File: src/rtl/kmkz_lsu.sv
// kmkz_lsu: AHB-Lite load/store unit for the Kamikaze-uRV execute stage.
// Stores are posted to a small buffer; loads drain it and then run one transfer at a time.
module kmkz_lsu #(
    parameter int unsigned SBUF_DEPTH = 2,
    parameter logic [31:0] IDLE_HADDR = 32'h8000_0000,
    parameter logic [3:0]  HPROT_VAL  = 4'b0011
) (
    input  logic        clk_i,
    input  logic        rst_i,
    input  logic        x_req_i,
    input  logic        x_kill_i,
    input  logic        x_is_load_i,
    input  logic [2:0]  x_fun_i,
    input  logic [31:0] x_addr_i,
    input  logic [31:0] x_wdata_i,
    output logic        x_stall_req_o,
    output logic        x_unaligned_o,
    output logic        w_rd_valid_o,
    output logic [31:0] w_rd_value_o,
    output logic        w_bus_err_o,
    output logic [31:0] w_err_addr_o,
    output logic        sbuf_empty_o,
    output logic [31:0] HADDR,
    output logic [2:0]  HSIZE,
    output logic [1:0]  HTRANS,
    output logic        HWRITE,
    output logic [31:0] HWDATA,
    output logic [2:0]  HBURST,
    output logic [3:0]  HPROT,
    output logic        HMASTLOCK,
    input  logic [31:0] HRDATA,
    input  logic        HREADY,
    input  logic        HRESP
);

    localparam int PTR_W = (SBUF_DEPTH > 1) ? $clog2(SBUF_DEPTH) : 1;
    localparam int CNT_W = $clog2(SBUF_DEPTH + 1);

    typedef enum logic [2:0] {S_IDLE, S_ST_A, S_ST_D, S_LD_A, S_LD_D} state_t;

    state_t             r_state;
    state_t             w_state_nxt;

    logic [31:0]        r_buf_addr [SBUF_DEPTH];
    logic [1:0]         r_buf_size [SBUF_DEPTH];
    logic [31:0]        r_buf_data [SBUF_DEPTH];
    logic [PTR_W-1:0]   r_wr_ptr;
    logic [PTR_W-1:0]   r_rd_ptr;
    logic [CNT_W-1:0]   r_count;

    logic [31:0]        r_xfer_addr;
    logic [1:0]         r_ld_lane;
    logic [2:0]         r_ld_fun;
    logic               r_ld_killed;

    logic               w_misaligned;
    logic               w_full;
    logic               w_st_req;
    logic               w_st_acc;
    logic               w_ld_req;
    logic               w_pop;
    logic               w_ld_done;
    logic [31:0]        w_st_data;
    logic [31:0]        w_head_addr;
    logic [1:0]         w_head_size;
    logic [31:0]        w_shifted;
    logic [31:0]        w_ld_value;

    function automatic logic [PTR_W-1:0] ptrInc(input logic [PTR_W-1:0] p);
        return (p == PTR_W'(SBUF_DEPTH - 1)) ? '0 : p + 1'b1;
    endfunction

    assign HBURST    = 3'b000;
    assign HPROT     = HPROT_VAL;
    assign HMASTLOCK = 1'b0;

    assign w_misaligned = ((x_fun_i[1:0] == 2'b01) & x_addr_i[0]) |
                          ((x_fun_i[1:0] == 2'b10) & (|x_addr_i[1:0]));
    assign w_full    = (r_count == CNT_W'(SBUF_DEPTH));
    assign w_st_req  = x_req_i & ~x_is_load_i & ~w_misaligned & ~x_kill_i;
    assign w_st_acc  = w_st_req & ~w_full;
    assign w_ld_req  = x_req_i & x_is_load_i & ~w_misaligned & ~x_kill_i;
    assign w_pop     = (r_state == S_ST_D) & HREADY;
    assign w_ld_done = (r_state == S_LD_D) & HREADY;

    always_comb begin
        w_st_data = x_wdata_i;
        case (x_fun_i[1:0])
            2'b00:   w_st_data = {4{x_wdata_i[7:0]}};
            2'b01:   w_st_data = {2{x_wdata_i[15:0]}};
            default: w_st_data = x_wdata_i;
        endcase
    end

    // An empty buffer lets a freshly accepted store launch in its own accept cycle.
    assign w_head_addr = (r_count != '0) ? r_buf_addr[r_rd_ptr] : x_addr_i;
    assign w_head_size = (r_count != '0) ? r_buf_size[r_rd_ptr] : x_fun_i[1:0];

    assign w_shifted = HRDATA >> {r_ld_lane, 3'b000};
    always_comb begin
        w_ld_value = HRDATA;
        case (r_ld_fun)
            3'b000:  w_ld_value = {{24{w_shifted[7]}}, w_shifted[7:0]};
            3'b001:  w_ld_value = {{16{w_shifted[15]}}, w_shifted[15:0]};
            3'b100:  w_ld_value = {24'h0, w_shifted[7:0]};
            3'b101:  w_ld_value = {16'h0, w_shifted[15:0]};
            default: w_ld_value = HRDATA;
        endcase
    end

    always_ff @(posedge clk_i) begin
        if (rst_i) r_state <= S_IDLE;
        else       r_state <= w_state_nxt;
    end

    always_comb begin
        w_state_nxt = r_state;
        case (r_state)
            S_IDLE: begin
                if ((r_count != '0) || w_st_acc) w_state_nxt = S_ST_A;
                else if (w_ld_req)               w_state_nxt = S_LD_A;
            end
            S_ST_A:  if (HREADY) w_state_nxt = S_ST_D;
            S_ST_D:  if (HREADY) w_state_nxt = S_IDLE;
            S_LD_A:  if (HREADY) w_state_nxt = S_LD_D;
            S_LD_D:  if (HREADY) w_state_nxt = S_IDLE;
            default: w_state_nxt = S_IDLE;
        endcase
    end

    always_comb begin
        x_unaligned_o = x_req_i & w_misaligned & ~x_kill_i;
        x_stall_req_o = (w_st_req & w_full) |
                        (w_ld_req & ~(w_ld_done & ~r_ld_killed));
        sbuf_empty_o  = (r_count == '0) && (r_state == S_IDLE);
    end

    always_ff @(posedge clk_i) begin
        if (rst_i) begin
            r_wr_ptr <= '0;
            r_rd_ptr <= '0;
            r_count  <= '0;
            for (int i = 0; i < int'(SBUF_DEPTH); i++) begin
                r_buf_addr[i] <= '0;
                r_buf_size[i] <= '0;
                r_buf_data[i] <= '0;
            end
        end else begin
            if (w_st_acc) begin
                r_buf_addr[r_wr_ptr] <= x_addr_i;
                r_buf_size[r_wr_ptr] <= x_fun_i[1:0];
                r_buf_data[r_wr_ptr] <= w_st_data;
                r_wr_ptr             <= ptrInc(r_wr_ptr);
            end
            if (w_pop) r_rd_ptr <= ptrInc(r_rd_ptr);
            if (w_st_acc && !w_pop)      r_count <= r_count + 1'b1;
            else if (!w_st_acc && w_pop) r_count <= r_count - 1'b1;
        end
    end

    // Bus registers and write-back pulses; a kill seen during the load transfer is remembered.
    always_ff @(posedge clk_i) begin
        if (rst_i) begin
            HADDR        <= IDLE_HADDR;
            HSIZE        <= 3'b000;
            HTRANS       <= 2'b00;
            HWRITE       <= 1'b0;
            HWDATA       <= 32'h0;
            r_xfer_addr  <= 32'h0;
            r_ld_lane    <= 2'b00;
            r_ld_fun     <= 3'b000;
            r_ld_killed  <= 1'b0;
            w_rd_valid_o <= 1'b0;
            w_rd_value_o <= 32'h0;
            w_bus_err_o  <= 1'b0;
            w_err_addr_o <= 32'h0;
        end else begin
            w_rd_valid_o <= 1'b0;
            w_bus_err_o  <= 1'b0;
            case (r_state)
                S_IDLE: begin
                    if ((r_count != '0) || w_st_acc) begin
                        HADDR       <= w_head_addr;
                        HSIZE       <= {1'b0, w_head_size};
                        HWRITE      <= 1'b1;
                        HTRANS      <= 2'b10;
                        r_xfer_addr <= w_head_addr;
                    end else if (w_ld_req) begin
                        HADDR       <= x_addr_i;
                        HSIZE       <= {1'b0, x_fun_i[1:0]};
                        HWRITE      <= 1'b0;
                        HTRANS      <= 2'b10;
                        r_xfer_addr <= x_addr_i;
                        r_ld_lane   <= x_addr_i[1:0];
                        r_ld_fun    <= x_fun_i;
                        r_ld_killed <= 1'b0;
                    end
                end
                S_ST_A, S_LD_A: begin
                    if (r_state == S_LD_A && x_kill_i) r_ld_killed <= 1'b1;
                    if (HREADY) begin
                        HTRANS <= 2'b00;
                        HADDR  <= IDLE_HADDR;
                        if (r_state == S_ST_A) HWDATA <= r_buf_data[r_rd_ptr];
                    end
                end
                S_ST_D, S_LD_D: begin
                    if (r_state == S_LD_D && x_kill_i) r_ld_killed <= 1'b1;
                    if (HREADY) begin
                        if (HRESP) begin
                            w_bus_err_o  <= 1'b1;
                            w_err_addr_o <= r_xfer_addr;
                        end else if (r_state == S_LD_D && !r_ld_killed && !x_kill_i) begin
                            w_rd_valid_o <= 1'b1;
                            w_rd_value_o <= w_ld_value;
                        end
                    end
                end
                default: ;
            endcase
        end
    end

endmodule

File: config.mk
export PLATFORM = sky130hd
export DESIGN_NAME = kmkz_lsu
export DESIGN_NICKNAME = d
export VERILOG_FILES = /design/src/rtl/kmkz_lsu.sv
export SDC_FILE = /design/constraint.sdc
export NUM_CORES = 1
export LEC_CHECK = 0
export CAP_MARGIN = 20
export CORE_ASPECT_RATIO = 1.1
export CORE_UTILIZATION = 49
export CTS_BUF_LIST = sky130_fd_sc_hd__clkbuf_4 sky130_fd_sc_hd__clkbuf_8
export DETAILED_ROUTE_END_ITERATION = 8
export GPL_TIMING_DRIVEN = 0
export HOLD_SLACK_MARGIN = 0.03
export PLACE_DENSITY_LB_ADDON = 0.3
export SETUP_SLACK_MARGIN = 0.02
export SLEW_MARGIN = 20
export SYNTH_ARGS = -nofsm -noshare
export SYNTH_HDL_FRONTEND = slang
export SYNTH_SLANG_ARGS = --single-unit
File: constraint.sdc
create_clock -name clk_i -period 4.1 [get_ports clk_i]
set_input_delay 1.025 -clock clk_i [delete_from_list [all_inputs] [get_ports clk_i]]
set_output_delay 1.025 -clock clk_i [all_outputs]
set_load 0.01 [all_outputs]
-- Yosys cells after proc, flatten, opt, wreduce, memory -nomap -nowiden
Memory sizes are Yosys's and may differ from the RTL's. A register that Yosys moved wholly into a read port is not among the register bits.
Cells that the tools add are included.
- logic and storage cells: 158
- bits of input ports: 106
- memories: 3
- memory bits (writable): 132
- bits in registers: 149
- output and inout bits: 147
- equality and inequality tests: 19
- shift-type cells: 1
- reductions and logical operators: 37
- bitwise logic cells: 28
- $add $sub $neg: 4
- muxes and demuxes: 50
- memories (memory ; depth ; bits a word ; read ports ; clocked after memory_dff ; wr ports ; line ; source):
    r_buf_addr ; 2 ; 32 ; 1 ; 1 ; 2 ; 44 ; logic [31:0] r_buf_addr [SBUF_DEPTH];
    r_buf_data ; 2 ; 32 ; 1 ; 1 ; 2 ; 46 ; logic [31:0] r_buf_data [SBUF_DEPTH];
    r_buf_size ; 2 ; 2 ; 1 ; 1 ; 2 ; 45 ; logic [1:0] r_buf_size [SBUF_DEPTH];
- operators by type and width (kind ; number):
    2-to-1 mux 32 bit ; 6
    one-hot mux 32 bit (2 select lines) ; 2
    one-hot mux 32 bit (4 select lines) ; 1
    OR reduction 32 bit ; 2
    >> shifter 32 x 5 -> 16 bit ; 1
    2-to-1 mux 1 bit ; 24
    2-to-1 mux 3 bit ; 7
    AND 1 bit ; 16
    2-to-1 mux 2 bit ; 7
    inequality test 2 bit, second input constant ; 6
    one-hot mux 3 bit (4 select lines) ; 1
    AND reduction 3 bit ; 4
    NOT 1 bit ; 10
    == test 3 bit, second input constant ; 3
    AND reduction 4 bit ; 2
    nonzero test 2 bit ; 4
    OR reduction 2 bit ; 4
    logical AND 1 bit ; 7
    == test 3 x 1 -> 1 bit, second input constant ; 2
    == test 3 x 2 -> 1 bit, second input constant ; 2
    zero test 3 bit ; 2
    AND reduction 5 bit ; 1
    == test 2 bit, second input constant ; 2
    zero test 1 bit ; 4
    other kinds (15) ; 19

-- Longest topological paths before layout
- depth in word-level cells: 12
- gate-level depth with buffers: 9

-- Worst setup path after synthesis
Ideal clock, no wire load.
- path kind: input port to flip-flop
- start point: input port x_fun_i[0]
- end point: memory r_buf_addr[1][0], enable pin
- stages: 7
- setup slack: 138 ps
- required time: 3399 ps
- data arrival time: 3261 ps
- cells stage by stage: buf_4 nand3b_2 o211a_1 buf_2 nand4_1 clkbuf_1 nand2_1
- RTL lines (what ; line ; source):
    from (decl) ; 13 ; input logic [2:0] x_fun_i,
    to (decl) ; 44 ;

-- Worst setup path in the final report
- start point: input port x_fun_i[1]
- end point: output port x_stall_req_o
- longest elaborated chain between the ends: 8
- ends and longest elaborated chain (what ; line ; source):
    == test 2 x 1 -> 1 bit or == test 2 bit (tied branches) ; 77, 78 ;
    AND 1 bit, on equally long branches ; 77, 78 ;
    bitwise OR 1 bit (*) ; 77 ; assign w_misaligned = ((x_fun_i[1:0] == 2'b01) & x_addr_i[0]) |
    NOT 1 bit (*) ; 80, 82 ;
    AND 1 bit, on equally long branches (2 in a row) ; 80, 82 ;
    AND 1 bit, on equally long branches ; 133, 134 ;
    bitwise OR 1 bit (*) ; 133 ; x_stall_req_o = (w_st_req & w_full) |
    to (decl) ; 16 ; output logic x_stall_req_o,
Mark *: on every way between the ends. The rest lies on a longest branch, timed or not.

==> implementation parameters <==
Parameter                              Value

Route
  Post-route DRC ... 0
  Iteration count of the initial detailed-routing pass ... 5
  Drt via density ... 5.48
  Drt initial violations ... 734
  Via total after detailed routing ... 10.4k
  WL/cell ... 18.7 um
  Total detailed-routing wirelength ... 35600 um
  Remaining number of nets flagged by the antenna check after routing ... 0

Yosys
  Share of flip-flops with an asynchronous set or reset ... 0%
  List of most frequent post-synthesis cells ... dfxtp_1 (180), edfxtp_1 (132), mux2i_1 (119), nor2_1 (111), and2_1 (101)
  Distinct cell type count of the synthesized netlist ... 58
  Number of flops mapped to enable cells by yosys ... 132
  Cells after synthesis ... 1204
  Fraction of post-synthesis cell area in the top cell type by area ... 29.6%
  Synth Register Bits ... 312
  Biggest area contributors in the synthesized netlist ... edfxtp_1 (30%), dfxtp_1 (27%), mux2i_1 (8.9%), and2_1 (4.7%), a211oi_1 (4.1%)
  Mapped cell area ... 0.0134 mm^2
  Library cell occupying the most area in the post-synthesis netlist ... edfxtp_1
  Most used flip-flop cell after synthesis ... dfxtp_1
  Sequential fraction of the synthesis area ... 56.5%
  Number of synthesis warnings ... 0
  Top-count cell post-synth ... dfxtp_1
  Post-synthesis average cell area ... 11.1 um^2

Critical path
  FF-to-FF path depth ... 6
  Arrival time at the worst endpoint ... 2.89 ns
  Critical path origin ... x_fun_i[1]
  Critical Setup Path Class ... primary input to output pin
  Capturing point of the worst reg2reg path ... r_buf_addr[1][19]$_SDFFCE_PN0P_
  Worst-case register-to-register setup slack ... 1.52 ns
  Worst reg2reg path startpoint ... r_count[0]$_SDFFE_PP0P_
  Crit-path max FO ... 10
  WP data required ... 3.07 ns
  Launching element type of the critical path ... primary input
  Category of the worst setup path capture point ... output pin
  End point of the critical path ... x_stall_req_o

Global route
  Gr usage total ... 25.2%
  Largest net degree at the start of global routing ... 48
  Number of global-route vias before repair ... 10.3k
  Antenna violations before repair ... 1
  First-pass GRT wire length ... 55600 um
  Total global routing overflow ... 0

Layout
  Area Growth Syn to Fin ... 29.3%
  Nets ... 1612
  Core Util, Final ... 64.5%
  Ratio of cells with drive above 1 in the final layout ... 11.9%

Clocking
  Hold bufs inserted after CTS ... 0
  Number of buffers on the longest clock path ... 3
  CTS Root Buffer Type ... clkbuf_8
  Clock edge transition at the registers on the reported setup and hold paths ... 0.07 ns
  TritonCTS clock tree ... yes
  Insertion delay to the later sink of the worst-skew pair ... 0.56 ns
  Clock sink count ... 312
  H-tree levels ... 2
  Inserted Clock Buffers ... 48

Floorplan
  Die span in x ... 160 um
  Placement Rows ... 63
  I/O pin cnt ... 253
  Full die area ... 0.0280 mm^2
  Placeable Area ... 0.0269 mm^2
  Vertical die dimension ... 175 um
  Initial core utilization ... 49.9%

Power and ir drop
  Static leakage ... 6.69 nW
  Peak supply drop ... 0.347 mV
  Sum of internal, switching and leakage power ... 0.00863 W
  Cell Pwr Density ... 498 mW/mm^2

Timing
  Worst slew pin tran ... 0.926 ns
  Aggregate negative setup slack ... 0 ns
  Headroom to the max-slew limit ... 37.8%
  Clk_skew ... 0.0246 ns
  Fraction of the cycle the final worst path needs ... 95.4%
  Maximum operating frequency ... 0.256 GHz
  Number of endpoints failing setup at the final stage ... 0
  Period minus WS final ... 3.91 ns
  RSZ-0062 raised after global routing ... false
  Final Hold Violating Endpoints ... 0
  Max Transition Viols Final ... 0

Place
  Buffers on Ports ... 240
  HPWL Detailed ... 25500 um
  GP Congestion ... 0.820

Run status
  Outcome ... finished, final reports clean

Worst hold path
  Worst hold-check path type ... flip-flop to flip-flop

Flow run
  Max-cap violations ... 0
==> state kept, by name, summed over array words and instances, names as in the netlist, 4 cells and up, named ones only <==
signal	flops
HADDR	32
HWDATA	32
r_buf_addr	64
r_buf_data	64
r_buf_size	4
r_xfer_addr	32
w_err_addr_o	32
w_rd_value_o	32
==> cells by family after synthesis <==
kind of cell | Yosys count | share of synthesized area [%]
AND/OR/NAND/NOR | 344 | 12.9
flip-flops | 312 | 56.5
AO/OA/AOI/OAI | 270 | 13.9
multiplexers | 159 | 12.4
buffers and inverters | 112 | 3.98
XOR/XNOR | 4 | 0.261
other | 2 | 0.0560
adder cells (fa/ha/maj) | 1 | 0.0933
==> power breakdown <==
group	switching, W	internal (W)	total (W)	leakage [nW]
combinational	0.00120	0.00102	0.00222	3.34
clock	0.00119	0.00141	0.00260	0.518
sequential	0.000194	0.00362	0.00381	2.83
==> routing by layer <==
metal / global-route usage (%) / vias up / part of all wire, %
li1: - / 4912 / -
met1: 31.8 / 5028 / 41
met2: 44.1 / 404 / 49
met3: 4.25 / 67 / 6.8
met4: 7.77 / 0 / 2.5
met5: 0 / - / 0
==> critical path, stage by stage <==
cell and delay (ns):
clkdlybuf4s50_1 0.60, nand3b_2 0.22, o211ai_2 0.22, clkbuf_4 0.27, nor3_1 0.19, dlygate4sd2_1 0.35
==> stage by stage <==
step | hold slack (ns) | instance area [um^2] | setup WS (ns) | std cells
after floorplan | 0.426 | 13400 | 0.138 | 1212
after global placement | 0.432 | 16300 | -1.83 | 1809
after detailed placement | 0.438 | 16300 | -0.260 | 1811
after CTS | 0.453 | 17300 | 0.220 | 1900
after global routing | 0.468 | 17300 | 0.0753 | 1901
final | 0.449 | 17300 | 0.190 | 1901
==> layout by cell type, fill, tap and decap left out, types with 3 or more instances in the layout <==
cell / Yosys / final
clkdlybuf4s50_1: 0 / 238
dfxtp_1: 180 / 180
edfxtp_1: 132 / 132
mux2i_1: 119 / 119
nor2_1: 111 / 111
and2_1: 101 / 101
a211oi_1: 73 / 73
nand2_1: 73 / 71
a21o_1: 64 / 64
a21oi_1: 62 / 62
clkbuf_1: 59 / 58
clkbuf_8: 0 / 53
mux2_2: 38 / 38
o21ai_0: 26 / 26
clkbuf_4: 0 / 25
buf_2: 21 / 21
buf_4: 15 / 16
nand3_1: 15 / 15
nor2b_1: 11 / 11
conb_1: 2 / 10
buf_1: 8 / 8
o2bb2ai_1: 8 / 8
a22oi_1: 8 / 8
a2bb2oi_1: 8 / 8
o41ai_1: 7 / 7
nor3_1: 6 / 6
clkinv_1: 1 / 5
inv_1: 4 / 4
or3_1: 4 / 4
nand2b_1: 4 / 4
xor2_1: 4 / 4
buf_6: 4 / 4
clkinv_2: 0 / 4
nand3b_1: 3 / 3
o211ai_1: 3 / 3
==> area by class of cell <==
class | instances | area [um^2]
Buffer | 107 | 518
Inverter | 5 | 18.8
Fill cell | 2161 | 9560
Clock buffer | 77 | 910
Sequential cell | 312 | 7570
Tap cell | 357 | 447
Clock inverter | 11 | 58.8
Timing Repair Buffer | 243 | 2450
Antenna cell | 1 | 2.50
Multi-Input combinational cell | 788 | 5350
==> what timing repair did <==
| item | 4_1_cts | 5_1_grt |
|---|---|---|
| buffers inserted | 1 | 0 |
| endpoints found under the setup margin | 1 | 0 |
| resized for setup | 5 | 0 |
==> how the worst min path moves through the flow <==
stage | startpoint | endpoint | slack (ns) | cells past startpoint
after floorplan | r_xfer_addr[0]$_SDFFE_PP0P_ | r_xfer_addr[0]$_SDFFE_PP0P_ | 0.43 | 1
after global placement | r_xfer_addr[13]$_SDFFE_PP0P_ | r_xfer_addr[13]$_SDFFE_PP0P_ | 0.43 | 1
after detailed placement | HADDR[12]$_SDFFE_PP0P_ | HADDR[12]$_SDFFE_PP0P_ | 0.44 | 1
after CTS | HADDR[28]$_SDFFE_PP0P_ | HADDR[28]$_SDFFE_PP0P_ | 0.45 | 1
after global routing | r_xfer_addr[4]$_SDFFE_PP0P_ | r_xfer_addr[4]$_SDFFE_PP0P_ | 0.47 | 1
final | HADDR[23]$_SDFFE_PP0P_ | HADDR[23]$_SDFFE_PP0P_ | 0.45 | 1
(Power assumes the default switching activity.)
